===== src/rtl/bip_pkg.sv =====
// Shared definitions for the BIP sequencer: opcodes, accumulator mux codes,
// FSM state encoding, strobe bundle and default widths.
package bip_pkg;

  localparam int DB_DEF   = 16;
  localparam int PC_W_DEF = 11;
  localparam int OPC_W    = 5;

  localparam logic [OPC_W-1:0] OP_HLT  = 5'b00000;
  localparam logic [OPC_W-1:0] OP_STO  = 5'b00001;
  localparam logic [OPC_W-1:0] OP_LD   = 5'b00010;
  localparam logic [OPC_W-1:0] OP_LDI  = 5'b00011;
  localparam logic [OPC_W-1:0] OP_ADD  = 5'b00100;
  localparam logic [OPC_W-1:0] OP_ADDI = 5'b00101;
  localparam logic [OPC_W-1:0] OP_SUB  = 5'b00110;
  localparam logic [OPC_W-1:0] OP_SUBI = 5'b00111;

  localparam logic [1:0] SELA_RAM = 2'd0;
  localparam logic [1:0] SELA_IMM = 2'd1;
  localparam logic [1:0] SELA_ALU = 2'd2;

  typedef enum logic [1:0] {
    ST_IDLE  = 2'd0,
    ST_FETCH = 2'd1,
    ST_EXEC  = 2'd2,
    ST_HALT  = 2'd3
  } state_t;

  typedef struct packed {
    logic       wr_acc;
    logic [1:0] sel_a;
    logic       sel_b;
    logic       op;
    logic       wr_ram;
    logic       rd_ram;
  } strobe_t;

  localparam strobe_t STROBE_NONE = '0;

endpackage


===== src/rtl/bip_decoder.sv =====
// Combinational opcode decoder. Produces the strobe set for the accumulator,
// ALU and data RAM; everything is forced to zero unless the sequencer is in EXEC.
module bip_decoder
  import bip_pkg::*;
(
  input  logic [OPC_W-1:0] i_opcode,
  input  logic             i_exec,
  output strobe_t          o_strobe
);

  // Map opcode to strobes; unknown opcodes fall through as NOP
  always_comb begin
    o_strobe = STROBE_NONE;
    if (i_exec) begin
      case (i_opcode)
        OP_STO: begin
          o_strobe.wr_ram = 1'b1;
        end
        OP_LD: begin
          o_strobe.rd_ram = 1'b1;
          o_strobe.wr_acc = 1'b1;
          o_strobe.sel_a  = SELA_RAM;
        end
        OP_LDI: begin
          o_strobe.wr_acc = 1'b1;
          o_strobe.sel_a  = SELA_IMM;
        end
        OP_ADD, OP_SUB: begin
          o_strobe.rd_ram = 1'b1;
          o_strobe.wr_acc = 1'b1;
          o_strobe.sel_a  = SELA_ALU;
          o_strobe.sel_b  = 1'b0;
          o_strobe.op     = (i_opcode == OP_SUB);
        end
        OP_ADDI, OP_SUBI: begin
          o_strobe.wr_acc = 1'b1;
          o_strobe.sel_a  = SELA_ALU;
          o_strobe.sel_b  = 1'b1;
          o_strobe.op     = (i_opcode == OP_SUBI);
        end
        default: begin
          o_strobe = STROBE_NONE;
        end
      endcase
    end
  end

endmodule


===== src/rtl/bip_control.sv =====
// BIP instruction sequencer: program counter, fetch/execute FSM and decode.
// Optional macro BIP_CYCLE_COUNT_EN adds a saturating CycleCount output that
// counts cycles spent in FETCH and EXEC.
//
// state    | meaning
// ---------+--------------------------------------------------------
// ST_IDLE  | waiting for Start, PC presented, no strobes
// ST_FETCH | program memory registers Instr at PC
// ST_EXEC  | Instr decoded, strobes valid for this one cycle
// ST_HALT  | HLT executed, Halted high, only Reset leaves
module bip_control
  import bip_pkg::*;
#(
  parameter int PC_W = PC_W_DEF,
  parameter int DB   = DB_DEF
) (
  input  logic            clk,
  input  logic            Reset,
  input  logic            Start,
  input  logic [DB-1:0]   Instr,
  output logic [PC_W-1:0] InstrAddr,
  output logic [DB-6:0]   Operand,
  output logic            WrAcc,
  output logic [1:0]      SelA,
  output logic            SelB,
  output logic            Op,
  output logic            WrRam,
  output logic            RdRam,
  output logic            Halted
`ifdef BIP_CYCLE_COUNT_EN
  ,
  output logic [31:0]     CycleCount
`endif
);

  state_t            r_state;
  state_t            w_state_nxt;
  logic [PC_W-1:0]   r_pc;
  logic [PC_W-1:0]   w_pc_nxt;
  logic [OPC_W-1:0]  w_opcode;
  logic              w_exec;
  strobe_t           w_strobe;

  assign w_opcode = Instr[DB-1:DB-5];
  assign w_exec   = (r_state == ST_EXEC);

  // State and program counter registers; reset drops strobes immediately
  always_ff @(posedge clk or negedge Reset) begin
    if (!Reset) begin
      r_state <= ST_IDLE;
      r_pc    <= '0;
    end else begin
      r_state <= w_state_nxt;
      r_pc    <= w_pc_nxt;
    end
  end

  // Next-state and PC advance; PC wraps naturally at 2^PC_W
  always_comb begin
    w_state_nxt = r_state;
    w_pc_nxt    = r_pc;
    case (r_state)
      ST_IDLE: begin
        if (Start) w_state_nxt = ST_FETCH;
      end
      ST_FETCH: begin
        w_state_nxt = ST_EXEC;
      end
      ST_EXEC: begin
        if (w_opcode == OP_HLT) begin
          w_state_nxt = ST_HALT;
        end else begin
          w_pc_nxt    = r_pc + PC_W'(1);
          w_state_nxt = ST_FETCH;
        end
      end
      ST_HALT: begin
        w_state_nxt = ST_HALT;
      end
      default: begin
        w_state_nxt = ST_IDLE;
      end
    endcase
  end

  bip_decoder u_decoder (
    .i_opcode (w_opcode),
    .i_exec   (w_exec),
    .o_strobe (w_strobe)
  );

  assign InstrAddr = r_pc;
  assign Operand   = Instr[DB-6:0];
  assign WrAcc     = w_strobe.wr_acc;
  assign SelA      = w_strobe.sel_a;
  assign SelB      = w_strobe.sel_b;
  assign Op        = w_strobe.op;
  assign WrRam     = w_strobe.wr_ram;
  assign RdRam     = w_strobe.rd_ram;
  assign Halted    = (r_state == ST_HALT);

`ifdef BIP_CYCLE_COUNT_EN
  logic [31:0] r_cycle_count;

  // Count active sequencing cycles, holding at all-ones
  always_ff @(posedge clk or negedge Reset) begin
    if (!Reset) begin
      r_cycle_count <= '0;
    end else if (((r_state == ST_FETCH) || (r_state == ST_EXEC)) &&
                 (r_cycle_count != 32'hFFFF_FFFF)) begin
      r_cycle_count <= r_cycle_count + 32'd1;
    end
  end

  assign CycleCount = r_cycle_count;
`endif

endmodule

===== config.mk =====
export PLATFORM = sky130hd
export DESIGN_NAME = bip_control
export DESIGN_NICKNAME = d
export VERILOG_FILES = /design/src/rtl/bip_pkg.sv /design/src/rtl/bip_decoder.sv /design/src/rtl/bip_control.sv
export SDC_FILE = /design/constraint.sdc
export NUM_CORES = 1
export LEC_CHECK = 0
export CELL_PAD_IN_SITES_DETAIL_PLACEMENT = 0
export CELL_PAD_IN_SITES_GLOBAL_PLACEMENT = 1
export CORE_MARGIN = 1
export CORE_UTILIZATION = 26
export DETAILED_ROUTE_END_ITERATION = 8
export GPL_TIMING_DRIVEN = 0
export PLACE_DENSITY = 0.94
export SYNTH_ARGS = -nofsm -noshare
export SYNTH_HDL_FRONTEND = slang
export SYNTH_SLANG_ARGS = --single-unit
export TNS_END_PERCENT = 100

===== constraint.sdc =====
create_clock -name clk -period 2.75 [get_ports clk]
set_input_delay 0.4125 -clock clk [delete_from_list [all_inputs] [get_ports clk]]
set_output_delay 0.4125 -clock clk [all_outputs]
set_load 0.01 [all_outputs]

==> flow_metrics.env, run 1 <==
export IMPL_clock_latency_ps=270
export IMPL_syn_area_sq_um=726.9
export IMPL_syn_to_final_growth_pct=59.72
export IMPL_maxSlewHeadroom_pct=60.81
export IMPL_rrSetupSlack_ps=1490
export IMPL_drtIter0Drc=3
export IMPL_seq_area_sq_um=325.3
export IMPL_criticalPathCategory="input pin to output port"
export IMPL_syn_inst=69
export IMPL_fin_setup_tns_ps=0
export IMPL_cpMostUsedCell="clkdlybuf4s50_1"
export IMPL_dr_pass1_iters=4
export IMPL_r2r_end="InstrAddr[7]$_DFFE_PN0P_"
export IMPL_die_area_sq_um=3011
export IMPL_yosys_register_bits=13
export IMPL_htreeDepth=1
export IMPL_reg2reg_from="r_state[0]$_DFFE_PN0P_"
export IMPL_synthFlopType="dfrtp_1"
export IMPL_power_switching_mw=0.2077
export IMPL_postLayoutCellArea_sq_um=1161
export IMPL_synth_cell_types=25
export IMPL_fp_dieW_um=54.88
export IMPL_layout_commonest_cell="clkdlybuf4s50_1"
export IMPL_grt_usage_pct=11.57
export IMPL_setup_viol_count_final=0
export IMPL_start_util_pct=28.31
export IMPL_drive_gt1_share_pct=20.00
export IMPL_outcome="finished clean"
export IMPL_dp_hpwl_um=1261
export IMPL_min_period_over_period_pct=88.93
export IMPL_io_pins=49
export IMPL_drt_total_wl_um=1533
export IMPL_ir_drop_mv=0.2832
export IMPL_vias_per_cell=4.507
export IMPL_avgSynthCellArea_sq_um=10.54
export IMPL_finClkSkew_ps=3.834
export IMPL_layout_common_cells="clkdlybuf4s50_1, dfrtp_1, buf_4"
export IMPL_switching_share_pct=31.53
export IMPL_cp_start_kind="input pin"
export IMPL_comb_power_share_pct=36.8
export IMPL_timing_fmax_mhz=408.9
export IMPL_grt_overflow=0
export IMPL_drv_slew=0
export IMPL_vias=631
export IMPL_arrival_ps=2030
export IMPL_placed_cell_area_sq_um=1135
export IMPL_r2r_worst_path_cells=5
export IMPL_hp_class="register to register"
export IMPL_synth_seq_area_share_pct=44.75
export IMPL_drc=0
export IMPL_cts_tree="done"
export IMPL_cts_root_buf="clkbuf_4"
export IMPL_drtAntennaViolNets=0
export IMPL_rsz0062_at_grt="no"
export IMPL_async_flop_share_pct=100.0
export IMPL_post_cts_buffers=0
export IMPL_multi_input_area_sq_um=304.0
export IMPL_whs_path_depth=1
export IMPL_syn_nets=89
export IMPL_critPathSlowestCell="clkdlybuf4s50_1"
export IMPL_num_rows=18
export IMPL_grt_pass1_wl_um=2401
export IMPL_hold_path_end="InstrAddr[10]$_DFFE_PN0P_"
export IMPL_globalplace_congestion=0.6674
export IMPL_n_antenna_cell=0
export IMPL_p_clk_share_pct=17.7
export IMPL_worst_ep_required_time_ps=2340
export IMPL_grt_pass1_vias=586
export IMPL_hold_viol_final=0
export IMPL_endpoint_kind="output port"
export IMPL_path_max_fanout=5
export IMPL_cts_buffer_depth=2
export IMPL_final_nets=131
export IMPL_min_from="InstrAddr[10]$_DFFE_PN0P_"
export IMPL_port_buffers=37
export IMPL_cp_slowest_stage_delay_ps=570
export IMPL_dieHeight_um=54.88
export IMPL_cts_hold_buffers=0
export IMPL_clock_sinks=13
export IMPL_core_area_sq_um=2567
export IMPL_crit_start="Instr[15]"
export IMPL_cts_inserted_buffers=3
export IMPL_p_per_area_nw_per_um2=567.4
export IMPL_clkTransAtPathRegs_ps=70
export IMPL_drv_cap=0
export IMPL_pwr_share_seq_pct=45.5
export IMPL_worst_slew_pin_slew_ps=586.0
export IMPL_ys_warn_count=0
export IMPL_final_fill_count=256
export IMPL_antenna_found_initial=0
export IMPL_wire_per_inst_um=10.95
export IMPL_cts_resized=0
export IMPL_grt_max_degree=14
export IMPL_synth_edf_count=0
export IMPL_crit_chain="clkdlybuf4s50_1 -> nor3_2 -> nand2_1 -> nor3b_1 -> clkdlybuf4s50_1"
export IMPL_layout_min_cycle_time_ps=2446
export IMPL_power_leakage_nw=0.4901
export IMPL_cell_internal_pwr_mw=0.4511
## state kept, by name, summed over array words and instances, names as in the netlist
signal,count
r_state,2
InstrAddr,11
## kinds of logic after synthesis
group,count (synthesis),synth area share [%]
DFF,13,44.75
adders and majority gates,1,1.721
AOI/OAI and AO/OA,3,3.271
muxes,1,1.549
xor gates and xnor gates,10,12.05
and+or+nand+nor,28,23.24
buffers and inverters,13,13.42
## per-stage QoR
step | cells | hold slack (ps) | setup WS (ps) | util, % | total power [mW]
after floorplan | 69 | 116.9 | 1189 | - | 0.3931
after global placement | 136 | 459.0 | 345.0 | 44.20 | 0.5386
after detailed placement | 136 | 470.6 | 288.5 | 44.20 | 0.5502
after CTS | 140 | 483.2 | 284.5 | 45.22 | 0.6710
after global routing | 140 | 514.4 | 164.9 | 45.22 | 0.7073
final | 140 | 474.6 | 304.5 | 45.22 | 0.6588
## Yosys cell counts (2+ instances only)
| master | n | share of area (%) |
|---|---|---|
| xnor2_1 | 9 | 11 |
| and3_2 | 2 | 2.1 |
| nand2_1 | 5 | 2.6 |
| nand4_1 | 3 | 2.6 |
| and2_1 | 2 | 1.7 |
| nand3_1 | 4 | 2.8 |
| nor3_2 | 2 | 2.8 |
| buf_4 | 11 | 11 |
| and3_1 | 3 | 2.6 |
| dfrtp_1 | 13 | 45 |
## per-layer routing
metal / share of wire [%] / GRT usage, % / wire length, um
met1: 35 / 11.39 / 540
met2: 50 / 20.08 / 774
met3: 14 / 8.333 / 218
met4: 0 / 1.282 / 0
met5: 0 / 0 / 0
## power by group through the flow
stage	clock (mW)	sequential [mW]	combinational, mW
6_report	0.116	0.300	0.242
5_1_grt	0.128	0.312	0.267
4_1_cts	0.123	0.301	0.246
3_5_place_dp	0	0.305	0.245
3_3_place_gp	0	0.300	0.239
2_1_floorplan	0	0.314	0.0789
## worst max-delay path, delay by kind of cell
kind	cells	cell delay [ps]
buf+inv	2	1000
simple gates	3	620
## worst max path at each step
stage               slack, ps      end
detailed placement        290    RdRam
CTS                       280    RdRam
global route              160  SelA[0]
floorplan                1190    RdRam
finish                    300  SelA[0]
global placement          350    RdRam
## cell type report
cell class	count	share of cell area [%]
inverter	1	0.3233
sequential	13	28.02
timing repair buffer	37	31.90
multi-input combinational	43	26.19
tap	30	3.233
buffer	12	8.082
clock buffer	4	2.263
No activity file was read; power rests on OpenSTA's default activity.
==> run 2, diff against run 1 <==
Settings changed: CTS_CLUSTER_SIZE set to 28, SLEW_MARGIN set to 20.
==> results of run 2 <==
Same layout as run 1: the final DEF is identical, and so are final timing and power.
==> run 3, diff against run 2 <==
Settings changed: SKIP_LAST_GASP set to 1.
==> results of run 3 <==
Same layout as run 1: the final DEF is identical, and so are final timing and power.
